[src/rtl/if_stage_2.sv]
// -----------------------------------------------------------------------------
// if_stage_2 -- second instruction-fetch stage.
//
// Takes the packet produced by fetch stage 1 (PC, stage-1 exception, branch
// prediction). It waits for the matching icache response and hands a
// registered packet to decode. Decode backpressure is absorbed in a HOLD state.
// A flush kills held work. A response that belongs to a request killed while
// it was outstanding is later discarded.
//
// Build option:
//   FETCH_TIMEOUT_EN  when defined, a 16-bit wait counter and a RETRY state are
//                     added. After TIMEOUT_CYCLES cycles in WAIT without a
//                     response, a one-cycle re-request pulse is issued. When
//                     undefined, WAIT waits indefinitely and retry_fetch_o is
//                     tied low.
//
// Parameters:
//   TIMEOUT_CYCLES     cycles spent in WAIT before a fetch retry (default 64)
//
// Ports:
//   clk_i              single clock
//   rst_i              synchronous, active-high reset
//   stall_i            decode cannot accept a packet this cycle
//   flush_i            kill from the control unit
//   fetch_i            packet from stage 1 (valid, pc_inst, ex, bpred)
//   resp_icache_cpu_i  icache response (valid, data, xcpt)
//   stall_o            combinational backpressure to stage 1
//   retry_fetch_o      one-cycle re-request pulse to stage 1 and the icache
//   decode_o           registered packet to decode (valid, pc_inst, inst, ex, bpred)
// -----------------------------------------------------------------------------

package if_stage_2_pkg;

  localparam logic [5:0] INSTR_ADDR_MISALIGNED = 6'd0;
  localparam logic [5:0] INSTR_PAGE_FAULT      = 6'd12;

  typedef struct packed {
    logic        valid;
    logic [5:0]  cause;
    logic [31:0] origin;
  } exception_t;

  typedef struct packed {
    logic        decision;
    logic [31:0] pred_addr;
  } bpred_t;

  typedef struct packed {
    logic        valid;
    logic [31:0] pc_inst;
    exception_t  ex;
    bpred_t      bpred;
  } if_1_if_2_stage_t;

  typedef struct packed {
    logic        valid;
    logic [31:0] data;
    logic        xcpt;
  } resp_icache_cpu_t;

  typedef struct packed {
    logic        valid;
    logic [31:0] pc_inst;
    logic [31:0] inst;
    exception_t  ex;
    bpred_t      bpred;
  } if_id_stage_t;

endpackage

module if_stage_2
  import if_stage_2_pkg::*;
#(
  parameter int unsigned TIMEOUT_CYCLES = 64
) (
  input  logic             clk_i,
  input  logic             rst_i,
  input  logic             stall_i,
  input  logic             flush_i,
  input  if_1_if_2_stage_t fetch_i,
  input  resp_icache_cpu_t resp_icache_cpu_i,
  output logic             stall_o,
  output logic             retry_fetch_o,
  output if_id_stage_t     decode_o
);

`ifdef FETCH_TIMEOUT_EN
  typedef enum logic [1:0] {
    IDLE  = 2'd0,
    WAIT  = 2'd1,
    HOLD  = 2'd2,
    RETRY = 2'd3
  } state_t;
`else
  typedef enum logic [1:0] {
    IDLE  = 2'd0,
    WAIT  = 2'd1,
    HOLD  = 2'd2
  } state_t;
`endif

  state_t       state_r;
  if_id_stage_t decode_r;
  // Set when a request was killed while outstanding at the icache. Its late
  // response must not complete the next fetch.
  logic         drop_pending_r;
  logic         in_flight_s;

`ifdef FETCH_TIMEOUT_EN
  localparam logic [15:0] WAIT_CNT_LAST = 16'(TIMEOUT_CYCLES - 32'd1);
  logic [15:0]  wait_cnt_r;
  logic         retry_r;
`endif

  // Backpressure to stage 1, and whether the icache still owes us a response.
  always_comb begin
    stall_o     = 1'b0;
    in_flight_s = 1'b0;
    case (state_r)
      WAIT: begin
        stall_o     = ~resp_icache_cpu_i.valid;
        in_flight_s = 1'b1;
      end
      HOLD: begin
        stall_o     = stall_i;
        in_flight_s = 1'b0;
      end
`ifdef FETCH_TIMEOUT_EN
      RETRY: begin
        stall_o     = 1'b1;
        in_flight_s = 1'b1;
      end
`endif
      default: begin
        stall_o     = 1'b0;
        in_flight_s = 1'b0;
      end
    endcase
  end

  // Fetch-completion FSM with registered decode packet.
  always_ff @(posedge clk_i) begin
    if (rst_i) begin
      state_r        <= IDLE;
      decode_r       <= '0;
      drop_pending_r <= 1'b0;
`ifdef FETCH_TIMEOUT_EN
      wait_cnt_r     <= 16'd0;
      retry_r        <= 1'b0;
`endif
    end else if (flush_i) begin
      // A flush wins over everything. Whatever arrives this cycle is ignored.
      state_r        <= IDLE;
      decode_r.valid <= 1'b0;
      drop_pending_r <= drop_pending_r | in_flight_s;
`ifdef FETCH_TIMEOUT_EN
      retry_r        <= 1'b0;
`endif
    end else begin
`ifdef FETCH_TIMEOUT_EN
      retry_r <= 1'b0;
`endif
      case (state_r)
        IDLE: begin
          decode_r.valid <= 1'b0;
          if (fetch_i.valid) begin
            decode_r.pc_inst <= fetch_i.pc_inst;
            decode_r.bpred   <= fetch_i.bpred;
            decode_r.ex      <= fetch_i.ex;
            if (fetch_i.ex.valid) begin
              // Stage-1 exception: nothing was sent to the icache.
              decode_r.valid <= 1'b1;
              decode_r.inst  <= 32'h0000_0000;
              state_r        <= HOLD;
            end else begin
              state_r <= WAIT;
`ifdef FETCH_TIMEOUT_EN
              wait_cnt_r <= 16'd0;
`endif
            end
          end else begin
            state_r <= IDLE;
          end
        end

        WAIT: begin
          if (resp_icache_cpu_i.valid) begin
            if (drop_pending_r) begin
              // Stale response of a killed request. Keep waiting for ours.
              drop_pending_r <= 1'b0;
              state_r        <= WAIT;
`ifdef FETCH_TIMEOUT_EN
              wait_cnt_r     <= 16'd0;
`endif
            end else begin
              decode_r.valid <= 1'b1;
              decode_r.inst  <= resp_icache_cpu_i.data;
              if (resp_icache_cpu_i.xcpt) begin
                decode_r.ex.valid  <= 1'b1;
                decode_r.ex.cause  <= INSTR_PAGE_FAULT;
                decode_r.ex.origin <= decode_r.pc_inst;
              end else begin
                decode_r.ex <= decode_r.ex;
              end
              state_r <= stall_i ? HOLD : IDLE;
            end
          end else begin
`ifdef FETCH_TIMEOUT_EN
            // A response in the same cycle takes the branch above, so it
            // always beats the timeout.
            if (wait_cnt_r == WAIT_CNT_LAST) begin
              state_r <= RETRY;
              retry_r <= 1'b1;
            end else begin
              wait_cnt_r <= wait_cnt_r + 16'd1;
              state_r    <= WAIT;
            end
`else
            state_r <= WAIT;
`endif
          end
        end

        HOLD: begin
          // The packet stays untouched until decode takes it.
          if (!stall_i) begin
            decode_r.valid <= 1'b0;
            state_r        <= IDLE;
          end else begin
            state_r <= HOLD;
          end
        end

`ifdef FETCH_TIMEOUT_EN
        RETRY: begin
          state_r    <= WAIT;
          wait_cnt_r <= 16'd0;
        end
`endif

        default: begin
          decode_r.valid <= 1'b0;
          state_r        <= IDLE;
        end
      endcase
    end
  end

  assign decode_o = decode_r;

`ifdef FETCH_TIMEOUT_EN
  assign retry_fetch_o = retry_r;
`else
  // No retry machinery in this build. The parameter has no effect here.
  assign retry_fetch_o = 1'b0 & (TIMEOUT_CYCLES != 32'd0);
`endif

endmodule

[config.mk]
export PLATFORM = sky130hd
export DESIGN_NAME = if_stage_2
export DESIGN_NICKNAME = d
export VERILOG_FILES = /design/src/rtl/if_stage_2.sv
export SDC_FILE = /design/constraint.sdc
export NUM_CORES = 1
export LEC_CHECK = 0
export BUFFER_PORTS_ARGS = -buffer_cell sky130_fd_sc_hd__buf_2
export CELL_PAD_IN_SITES_DETAIL_PLACEMENT = 2
export CELL_PAD_IN_SITES_GLOBAL_PLACEMENT = 2
export CORE_AREA = 2 2 153 155
export DETAILED_ROUTE_END_ITERATION = 8
export DIE_AREA = 0 0 155 157
export GPL_ROUTABILITY_DRIVEN = 0
export HOLD_SLACK_MARGIN = 0.02
export PLACE_DENSITY = 0.86
export SLEW_MARGIN = 10
export SYNTH_ARGS = -nofsm -noshare
export SYNTH_HDL_FRONTEND = slang
export SYNTH_SLANG_ARGS = --single-unit
export TNS_END_PERCENT = 50
[constraint.sdc]
create_clock -name clk_i -period 4.7 [get_ports clk_i]
set_clock_uncertainty 0.1 [all_clocks]
set_input_delay 0.705 -clock clk_i [delete_from_list [all_inputs] [get_ports clk_i]]
set_output_delay 0.705 -clock clk_i [all_outputs]
set_load 0.005 [all_outputs]
=== After elaboration in Yosys (flattened, before gate mapping) ===
Index checks and enable logic that the tools add are counted.

* Logic and storage cells: 53
* Bits in registers: 140
* Input bits: 143

* Equal/unequal tests: 8
* Bitwise operators: 3
* Reduce and logical (&&, ||, !) cells: 10
* Mux-type cells: 22

{| class="wikitable"
|+ Operators with widths
! operator !! number
|-
| 71-bit two-way mux || 2
|-
| 71-bit case mux with 2 select lines || 1
|-
| 137-bit two-way mux || 1
|-
| 39-bit two-way mux || 1
|-
| 32-bit two-way mux || 1
|-
| 2-bit != test (second input constant) || 6
|-
| 6-bit AND reduction || 2
|-
| 2-bit two-way mux || 5
|-
| 1-bit two-way mux || 8
|-
| 2-bit case mux with 3 select lines || 1
|-
| 3-bit AND reduction || 2
|-
| 2-bit nonzero test || 3
|-
| 1-bit case mux with 3 select lines || 1
|-
| 2-bit by 1-bit equality test with 1-bit output (second input constant) || 1
|-
| 2-bit equality test (second input constant) || 1
|-
| 2-bit zero test || 1
|-
| 1-bit inverter || 2
|-
| 1-bit case mux with 2 select lines || 1
|-
| 2-bit AND reduction || 1
|-
| 2-bit OR reduction || 1
|-
| 1-bit OR || 1
|}

=== Longest topological paths before layout ===
Gate-level depths: netlist of run 1.

* Depth after elaboration: 4
* Mapped depth: 8
* Gate-level depth less buffers: 5

=== Least setup slack after synthesis of run 1 ===
Ideal clock, no wire load.

* Kind: in2reg
* From: in resp_icache_cpu_i[33] in the netlist's numbering
* To: reg decode_r, in the netlist decode_o[37]
* Setup time: 0.121 ns
* Path buffers: 2
* Arrival: 1.852 ns
* Slack: 2.626 ns
* Required time: 4.479 ns
* Cell stages on the path: 5
* Cell sequence: nand2b_1 -> a2111o_1 -> buf_6 -> buf_12 -> mux2_4

* Word-level cells in the longest chain between the ends: 2

{| class="wikitable"
|+ Ends and longest elaborated chain
! item !! line !! source
|-
| from (decl) || 81 || <nowiki>input resp_icache_cpu_t resp_icache_cpu_i,</nowiki>
|-
| 2-bit != test (no source line) || n/a ||
|-
| 6-bit AND reduction (no source line) || n/a ||
|-
| to (decl) || 103 || <nowiki>if_id_stage_t decode_r;</nowiki>
|}

Every way passes these cells.
A chain may end at the register's enable or synchronous reset.

=== Final worst setup path of run 1 ===
* From: reg state_r[1]
* To: reg decode_r, in the netlist decode_o[33]

* Word-level cells in the longest chain between the ends: 3
* Elaborated cells between the ends (all ways): 9
* Those cells by class: eq/ne: 5; mux: 1; reduce/logical: 3

{| class="wikitable"
|+ Ends and longest elaborated chain
! item !! line !! source
|-
| from (decl) || 102 || <nowiki>state_t state_r;</nowiki>
|-
| from (signal assigned) || 205 || <nowiki>state_r <= stall_i ? HOLD : IDLE;</nowiki>
|-
| 2-bit by 1-bit equality test with 1-bit output or 2-bit zero test (tied branches) || 163 || <nowiki>case (state_r)</nowiki>
|-
| 2-bit != test (no source line) or 2-bit nonzero test (tied branches) || n/a ||
|-
| 6-bit AND reduction (no source line) || n/a ||
|}

Several ways; a longest one is shown, not always the timed one.

==> reports/metrics.cfg, run 1 <==
[global_routing]
globalRouteMet1Util=0.217
grt-ovfl-total=0
track_usage=0.183
global_route.usage.met3=0.0540
grt_start_max_net_pins=160
top_usage_layer=met2
grt_pass1_wl_mm=35.0
grt_pass1_vias=6320
use_met2=0.318
antenna_found_initial=7

[worst_setup_path]
critPathKind=reg -> reg
rrSetupSlack_ns=1.58
crit_chain=inv_1 > ha_4 > nor2b_1 > a2111o_2 > mux2_2
rr_endpoint=decode_o[33]
r2r_cells=5
cp_slowest_cell=a2111o_2
r2r_start=state_r[1]
cp.required_ns=4.90
endpoint_kind=register
cp_slowest_stage_delay_ns=0.88
cp.arrival_ns=3.32
path_max_fanout=70
crit_path_start_kind=register

[logic_synthesis]
synth_mux_area_frac=0.133
netlist_area_mm2=0.00628
synth_flop_cell=dfxtp_1
syn-num-nets=856
ys_top_cells_by_area=dfxtp_1 45%, nand2_1 9.9%, nand3b_1 8.3%
synth-edff-count=0
synth_compound_area_frac=0.0973
ys_seq_elements=140
yosysSeqAreaShare=0.447
synth_most_common_cell=nand2_1
netlist.top_cell.by_area=dfxtp_1
synth_top_area_frac=0.447
ys_types=34
yosysWarnings=0
synth-simple-area-share=0.265
syn_inst=709
synthArstFlopShare=0
synth-adder-area-share=0.00797
synthTopCellsByCount=166 x nand2_1, 140 x dfxtp_1, 97 x a21oi_1, 69 x nand3b_1, 43 x clkbuf_1
synth_top_family_by_area=simple AND/OR/NAND/NOR gates
synth.avg_cell_area_um2=8.85
synthXorXnorAreaFrac=0

[route]
antenna_left=0
routedWlPerCell_um=18.0
drt_iter0_markers=211
viasPerCell=4.68
dr.pass1.iters=4
vias=5880
drt_wl_total_mm=22.6
drc=0

[sta]
final-hold-violation-count=0
drv_slew=0
rsz0062_at_grt=no
relSlewSlack=0.267
setup_tns_ns=0
min_period_over_period=0.663
tightest_slew_ns=1.10
fin_crit_ns=3.12
finalSetupViolations=0
max_freq_mhz=321

[power_and_ir_drop]
internal_power_mw=2.18
p_leak_nw=3.72
p_comb_frac=0.108
swShare=0.251
ir_worst_vdd_v=0.000184
sequentialPowerShare=0.431
power_frac_clock=0.461
switchingPower_mw=0.729
power_density_mw_per_mm2=346

[cts]
cts_hold_buf=0
clockBufferDepth=2
root_buffer=clkbuf_16
cts.sinks=140
cts.clk_slew.worst_paths_ns=0.06
post_cts_buffers=0
cts_resized=0
clkLatencyLatePin_ns=0.42
htree_levels=4
numCtsBuffers=17
tritoncts=done

[hold_path]
whs_path_depth=2
min-delay-start=decode_o[12]
hold_class=reg -> reg
min_to=decode_o[12]

[flow_run]
maxCapViolCount=0

[die]
die-area_mm2=0.0243
placementRows=55
die_y_um=157
pin_count=282
die_width_um=155
coreArea_mm2=0.0225
start_util=0.279

[place]
io_buffer_count=280
hpwl_mm=15.8

[finish]
num-nets-final=1099
fillers=2610
final_util=0.374
syn_to_final_growth_pct=34.0
drive_gt1_frac=0.366

[outcome]
status=complete, no violations

## layout by cell type (no fill, tap or decap), drive strengths merged, types with 2 or more instances in the layout
master,synthesis,routed
a211oi,3,3
a21boi,2,2
a21oi,97,97
buf,19,286
bufinv,0,2
clkbuf,43,21
clkinv,0,4
clkinvlp,0,4
dfxtp,140,140
diode,0,7
ha,4,4
inv,5,5
mux2,32,32
mux2i,37,37
nand2,166,166
nand2b,39,39
nand3b,69,69
nor2,6,6
nor2b,34,34
## sequential cells by signal, indices dropped and copies added, names as in the netlist
name and cells:
decode_o 137, drop_pending_r 1, state_r 2
## cell families (layout without fill, tap and decap cells)
| family | count (synthesis) | in the layout |
|---|---|---|
| and+or+nand+nor | 319 | 319 |
| DFF | 140 | 140 |
| AOI/OAI and AO/OA | 109 | 109 |
| muxes | 69 | 69 |
| buffers and inverters | 67 | 322 |
| adders and majority gates | 4 | 4 |
| other | 1 | 8 |
## final cells by class
type	count	area (um^2)	area share
antenna	7	17.5	0.00208
clock buffer	21	460	0.0548
clock inverter	10	118	0.0140
inverter	5	18.8	0.00223
multi-input combinational	502	3180	0.379
sequential	140	2800	0.333
tap	285	357	0.0424
timing repair buffer	286	1450	0.173
## routing by layer
metal  vias up  routed length [um]
met1      2827                9590
met2       168               11200
met3        30                1330
li1       2851                   -
met4         4                 410
met5         -                  30
## stage by stage
stage	hold slack (ns)	total power, mW	std cells	cell area (um^2)	setup slack, ns
detailed placement	0.348	1.60	1218	7810	1.28
floorplan	0.347	1.45	709	6280	2.63
global placement	0.339	1.59	1218	7810	1.37
CTS	0.357	2.96	1249	8390	1.57
global route	0.376	3.04	1252	8400	1.39
finish	0.353	2.91	1256	8410	1.58
## worst max path at each step
stage	cells past startpoint	slack, ns	start	end
global placement	5	1.37	fetch_i[104]	decode_o[103]
detailed placement	5	1.28	fetch_i[104]	decode_o[97]
global route	5	1.39	state_r[1]	decode_o[34]
CTS	5	1.57	state_r[1]	decode_o[34]
finish	5	1.58	state_r[1]	decode_o[33]
floorplan	5	2.63	resp_icache_cpu_i[33]	decode_o[37]
## power by group through the flow
stage	combinational [mW]	sequential, mW	clock, mW
floorplan	0.171	1.28	0
global route	0.350	1.26	1.43
detailed placement	0.320	1.28	0
CTS	0.322	1.25	1.38
finish	0.315	1.25	1.34
global placement	0.310	1.28	0
## worst max-delay path: cells and delay by family (launching register included)
kind | cells | cell delay (ns)
AOI/OAI and AO/OA | 1 | 0.88
muxes | 1 | 0.42
adders and majority gates | 1 | 0.67
and+or+nand+nor | 1 | 0.40
DFF | 1 | 0.33
buffers and inverters | 1 | 0.11
Power figures use the tool's default switching activity.
==> run 2: changes to the inputs <==
--- a/config.mk
+++ b/config.mk
@@ -8,12 +8,12 @@
 export BUFFER_PORTS_ARGS = -buffer_cell sky130_fd_sc_hd__buf_2
 export CELL_PAD_IN_SITES_DETAIL_PLACEMENT = 2
 export CELL_PAD_IN_SITES_GLOBAL_PLACEMENT = 2
-export CORE_AREA = 2 2 153 155
+export CORE_AREA = 2 2 165 167
 export DETAILED_ROUTE_END_ITERATION = 8
-export DIE_AREA = 0 0 155 157
+export DIE_AREA = 0 0 167 169
 export GPL_ROUTABILITY_DRIVEN = 0
 export HOLD_SLACK_MARGIN = 0.02
-export PLACE_DENSITY = 0.86
+export PLACE_DENSITY = 0.78
 export SLEW_MARGIN = 10
 export SYNTH_ARGS = -nofsm -noshare
 export SYNTH_HDL_FRONTEND = slang
==> constraint.sdc (replaced) <==
create_clock -name clk_i -period 2.54 [get_ports clk_i]
set_clock_uncertainty 0.1 [all_clocks]
set_input_delay 0.381 -clock clk_i [delete_from_list [all_inputs] [get_ports clk_i]]
set_output_delay 0.381 -clock clk_i [all_outputs]
set_load 0.005 [all_outputs]
==> run 2 against run 1 <==
Net effect:
- combinational power increased by 90%
- maximum frequency increased by 32%
- non-clock buffer count increased by 12
- sequential share of layout area decreased by 0.87 points
- global-route usage decreased by 2.4 points
- register-to-register slack got worse by 1.4 ns
- clock power increased by 110%
- critical path depth increased by 1
- largest cell class unchanged
- largest power group unchanged
==> reports/metrics.cfg, run 2 (synthesized netlist as in run 1, its figures left out) <==
[outcome]
status=complete, no violations  ; unchanged

[worst_setup_path]
cp_slowest_cell=buf_4  ; was a2111o_2
path_max_fanout=28  ; was 70
cp_slowest_stage_delay_ns=0.41  ; was 0.88 ns
endpoint_kind=register  ; unchanged
cp.arrival_ns=2.56  ; was 3.32 ns
r2r_cells=6  ; was 5
cp.required_ns=2.74  ; was 4.90 ns
critPathKind=reg -> reg  ; unchanged
crit_chain=inv_1 > ha_1 > mux2i_1 > a2111o_2 > buf_4 > mux2_2  ; was inv_1 > ha_4 > nor2b_1 > a2111o_2 > mux2_2
crit_path_start_kind=register  ; unchanged

[global_routing]
grt_start_max_net_pins=77  ; was 160
antenna_found_initial=2  ; was 7
grt_pass1_wl_mm=35.6  ; was 35.0 mm
grt-ovfl-total=0  ; unchanged
track_usage=0.159  ; was 0.183
grt_pass1_vias=6344  ; was 6,320

[sta]
relSlewSlack=0.597  ; was 0.267
final-hold-violation-count=0  ; unchanged
max_freq_mhz=424  ; was 321 MHz
rsz0062_at_grt=no  ; unchanged
fin_crit_ns=2.36  ; was 3.12 ns
drv_slew=0  ; unchanged
tightest_slew_ns=0.605  ; was 1.10 ns
finalSetupViolations=0  ; unchanged
setup_tns_ns=0  ; unchanged
min_period_over_period=0.928  ; was 0.663

[cts]
cts.clk_slew.worst_paths_ns=0.07  ; was 0.06 ns
numCtsBuffers=17  ; unchanged
htree_levels=4  ; unchanged
clockBufferDepth=2  ; unchanged
cts.sinks=140  ; unchanged
post_cts_buffers=0  ; unchanged
clkLatencyLatePin_ns=0.42  ; about the same
cts_hold_buf=0  ; unchanged
tritoncts=done  ; unchanged
root_buffer=clkbuf_16  ; unchanged

[power_and_ir_drop]
power_frac_clock=0.488  ; was 0.461
ir_worst_vdd_v=0.000275  ; was 0.000184 V
p_leak_nw=3.82  ; was 3.72 nW
internal_power_mw=4.31  ; was 2.18 mW
design_power_total_mw=5.70  ; was 2.91 mW
swShare=0.243  ; was 0.251
p_comb_frac=0.105  ; was 0.108
switchingPower_mw=1.38  ; was 0.729 mW
sequentialPowerShare=0.407  ; was 0.431
power_density_mw_per_mm2=659  ; was 346 mW/mm^2

[route]
dr.pass1.iters=5  ; was 4
vias=5890  ; was 5,880
drt_wl_total_mm=22.3  ; was 22.6 mm
antenna_left=0  ; unchanged
routedWlPerCell_um=17.0  ; was 18.0 um
drc=0  ; unchanged
drt_iter0_markers=255  ; was 211
viasPerCell=4.48  ; was 4.68

[finish]
drive_gt1_frac=0.375  ; was 0.366
layout_common_cells=279 x buf_2, 166 x nand2_1, 140 x dfxtp_1  ; unchanged
fin_cells=1315  ; was 1,256
fillers=3058  ; was 2,610
num-nets-final=1111  ; was 1,099
syn_to_final_growth_pct=37.6  ; was 34.0%
final_common_cell=buf_2  ; unchanged
largest_reg_flops=137  ; unchanged
diodes=0  ; was 7

[hold_path]
whs_path_depth=3  ; was 2
hold_class=in -> reg  ; was reg -> reg

[place]
hpwl_mm=15.9  ; was 15.8 mm
io_buffer_count=280  ; unchanged
dp.cells=1286  ; was 1,218

[die]
die-area_mm2=0.0282  ; was 0.0243 mm^2
coreArea_mm2=0.0265  ; was 0.0225 mm^2
start_util=0.237  ; was 0.279
die_width_um=167  ; was 155 um
placementRows=60  ; was 55
die_y_um=169  ; was 157 um
pin_count=282  ; unchanged

[flow_run]
maxCapViolCount=0  ; unchanged

## run 2: through the flow
step,worst slack (ns),hold slack (ns),area [um^2],utilization
after CTS,0.0898,0.0725,8630,0.326
after floorplan,0.521,0.347,6280,-
after global routing,0.0345,0.0766,8640,0.326
after global placement,0.263,0.338,8000,0.302
after detailed placement,0.156,0.348,8000,0.302
final,0.182,0.0921,8640,0.326
## run 2: critical path, delay by kind of cell, from the launching register on
family                   cells  cell delay, ns
adder cells (fa/ha/maj)      1            0.31
buffers and inverters        2            0.53
multiplexers                 2            0.77
flip-flops                   1            0.33
AO/OA/AOI/OAI                1            0.19
## run 2: path summary, 6_finish.rpt
path	from	endpoint	slack, ns
setup reg to reg	state_r[1]	decode_o[34]	0.18
setup / recovery	state_r[1]	decode_o[34]	0.18
hold reg to reg	decode_o[30]	decode_o[30]	0.35
hold / removal	fetch_i[3]	decode_o[3]	0.09
## run 2: routing by layer
layer | wire length [um] | GRT usage
met1 | 9940 | 0.201
met2 | 10800 | 0.264
met3 | 1290 | 0.0442
met4 | 313 | 0.0446
met5 | 27 | 0
## run 2: power by group through the flow
stage,logic (mW),registers [mW],clock network (mW)
2_1_floorplan,0.317,2.37,0
3_3_place_gp,0.598,2.36,0
3_5_place_dp,0.612,2.37,0
4_1_cts,0.614,2.32,2.88
5_1_grt,0.668,2.33,2.97
6_report,0.599,2.32,2.78
## run 2: area by class of cell
| class | count | area (um^2) | share of cell area |
|---|---|---|---|
| clock buffer | 18 | 439 | 0.0509 |
| clock inverter | 11 | 194 | 0.0225 |
| inverter | 5 | 18.8 | 0.00217 |
| multi-input combinational | 502 | 3180 | 0.369 |
| sequential | 140 | 2800 | 0.325 |
| tap | 341 | 427 | 0.0494 |
| timing repair buffer | 298 | 1570 | 0.182 |
## run 2: timing repair
action                     in CTS  in global routing
setup endpoints to repair       0                  1
hold endpoints to repair        0                  0
resized for setup               0                  1
==> run 3: changes to the inputs <==
--- a/config.mk
+++ b/config.mk
@@ -5,7 +5,7 @@
 export SDC_FILE = /design/constraint.sdc
 export NUM_CORES = 1
 export LEC_CHECK = 0
-export BUFFER_PORTS_ARGS = -buffer_cell sky130_fd_sc_hd__buf_2
+export BUFFER_PORTS_ARGS = -buffer_cell sky130_fd_sc_hd__buf_4
 export CELL_PAD_IN_SITES_DETAIL_PLACEMENT = 2
 export CELL_PAD_IN_SITES_GLOBAL_PLACEMENT = 2
 export CORE_AREA = 2 2 165 167
==> run 3 against run 2 <==
Net effect:
- cell count stayed put
- power is 1.6% higher
- flip-flop and latch count stayed put
- routed wire length is 4.0% higher
- design area is 8.3% higher
- worst setup slack better by 0.10 ns
- sequential power hardly changed
- clock-buffer cell count is 1 higher
- register-to-register slack better by 0.10 ns
- largest power group unchanged
- highest routed layer is now met4
==> reports/metrics.cfg, run 3 (synthesized netlist as in run 1, its figures left out) <==
[finish]
layout_common_cells=290 x buf_4, 166 x nand2_1, 140 x dfxtp_1  ; was 279 x buf_2, 166 x nand2_1, 140 x dfxtp_1
multi_input_area_mm2=0.00318  ; unchanged
largest_reg_flops=137  ; unchanged
num-nets-final=1109  ; was 1,111
drive_gt1_frac=0.375  ; unchanged
diodes=0  ; unchanged
final_common_cell=buf_4  ; was buf_2
syn_to_final_growth_pct=49.0  ; was 37.6%
ff_latch_area_mm2=0.00280  ; unchanged
fillers=2984  ; was 3,058
fin_cells=1315  ; unchanged

[power_and_ir_drop]
power_density_mw_per_mm2=619  ; was 659 mW/mm^2
ir_worst_vdd_v=0.000278  ; was 0.000275 V
p_leak_nw=3.94  ; was 3.82 nW

[sta]
fin_crit_ns=2.26  ; was 2.36 ns
final-hold-violation-count=0  ; unchanged
finalSetupViolations=0  ; unchanged
drv_slew=0  ; unchanged
rsz0062_at_grt=no  ; unchanged
setup_tns_ns=0  ; unchanged
tightest_slew_ns=0.504  ; was 0.605 ns
relSlewSlack=0.664  ; was 0.597
max_freq_mhz=443  ; was 424 MHz
min_period_over_period=0.888  ; was 0.928

[worst_setup_path]
cp_slowest_stage_delay_ns=0.50  ; was 0.41 ns
cp_slowest_cell=a2111o_2  ; was buf_4
path_buf_inv=2  ; unchanged
cp.required_ns=2.73  ; was 2.74 ns
cp.arrival_ns=2.45  ; was 2.56 ns
endpoint_kind=register  ; unchanged
critPathTopFamily=multiplexers  ; unchanged
path_max_fanout=35  ; was 28
crit_path_start_kind=register  ; unchanged
crit_chain=inv_1 > ha_1 > mux2i_1 > a2111o_2 > buf_12 > mux2_4  ; was inv_1 > ha_1 > mux2i_1 > a2111o_2 > buf_4 > mux2_2
critPathKind=reg -> reg  ; unchanged

[place]
hpwl_mm=16.7  ; was 15.9 mm
dp.cells=1284  ; was 1,286
io_buffer_count=280  ; unchanged

[die]
coreArea_mm2=0.0265  ; unchanged
placementRows=60  ; unchanged
die_y_um=169  ; unchanged
die_width_um=167  ; unchanged
start_util=0.237  ; unchanged
die-area_mm2=0.0282  ; unchanged
pin_count=282  ; unchanged

[global_routing]
grt_start_max_net_pins=60  ; was 77
antenna_found_initial=0  ; was 2
track_usage=0.161  ; was 0.159
grt_pass1_vias=6405  ; was 6,344
grt_pass1_wl_mm=35.7  ; was 35.6 mm
grt-ovfl-total=0  ; unchanged

[route]
dr.pass1.iters=4  ; was 5
viasPerCell=4.48  ; about the same
drt_wl_total_mm=23.2  ; was 22.3 mm
drc=0  ; unchanged
vias=5888  ; was 5,890
antenna_left=0  ; unchanged
drt_iter0_markers=220  ; was 255
routedWlPerCell_um=17.7  ; was 17.0 um

[cts]
clkLatencyLatePin_ns=0.41  ; was 0.42 ns
numCtsBuffers=17  ; unchanged
cts.sinks=140  ; unchanged
htree_levels=4  ; unchanged
clockBufferDepth=2  ; unchanged
root_buffer=clkbuf_16  ; unchanged
cts.clk_slew.worst_paths_ns=0.07  ; about the same
tritoncts=done  ; unchanged

[outcome]
status=complete, no violations  ; unchanged

[flow_run]
maxCapViolCount=0  ; unchanged

[hold_path]
hold_class=in -> reg  ; unchanged

==> run 3: tightest hold or removal path, stage by stage <==
cell,delay (ns)
buf_4,0.11
nand2_1,0.04
a21oi_1,0.05
==> run 3: path summary, 6_finish.rpt <==
check | start | endpoint | slack (ns) | cells past startpoint
min | fetch_i[10] | decode_o[10] | 0.10 | 3
min reg2reg | decode_o[22] | decode_o[22] | 0.36 | 2
max | state_r[0] | decode_o[60] | 0.28 | 6
max reg2reg | state_r[0] | decode_o[60] | 0.28 | 6
==> run 3: timing repair <==
action	CTS	global route
hold buffers	0	0
endpoints found under the setup margin	0	1
endpoints found under the hold margin	0	0
gates resized for setup	0	1
buffers inserted	0	0
==> run 3: per-layer routing <==
metal  wire (um)  vias up  GRT usage  part of all wire
met5           0        -          0                 0
met4         318        0     0.0525             0.014
met3        1580       18     0.0489             0.068
met2       11500      170      0.277              0.49
met1        9870     2837      0.193              0.42
li1            -     2863          -                 -
==> run 3: area by class of cell <==
| type | instances | share of cell area |
|---|---|---|
| clock buffers | 19 | 0.0484 |
| well taps | 341 | 0.0456 |
| clock inverters | 12 | 0.0199 |
| flip-flops and latches | 140 | 0.300 |
| inverters | 5 | 0.00201 |
| repair buffers | 296 | 0.244 |
| multi-input cells | 502 | 0.340 |
==> run 3: stage by stage <==
stage               hold slack [ns]  instance area [um^2]  setup WS [ns]  total power [mW]   util
global route                 0.0883                  9350          0.102              6.06  0.353
floorplan                     0.347                  6280          0.521              2.68      -
detailed placement            0.351                  8710          0.274              3.09  0.329
finish                        0.105                  9350          0.284              5.79  0.353
global placement              0.343                  8710          0.348              3.07  0.329
CTS                          0.0739                  9350          0.112              5.91  0.353
==> run 3: report_power, final <==
group          internal (mW)  switching, mW
registers               2.27         0.0481
logic                  0.382          0.320
clock network           1.71           1.06
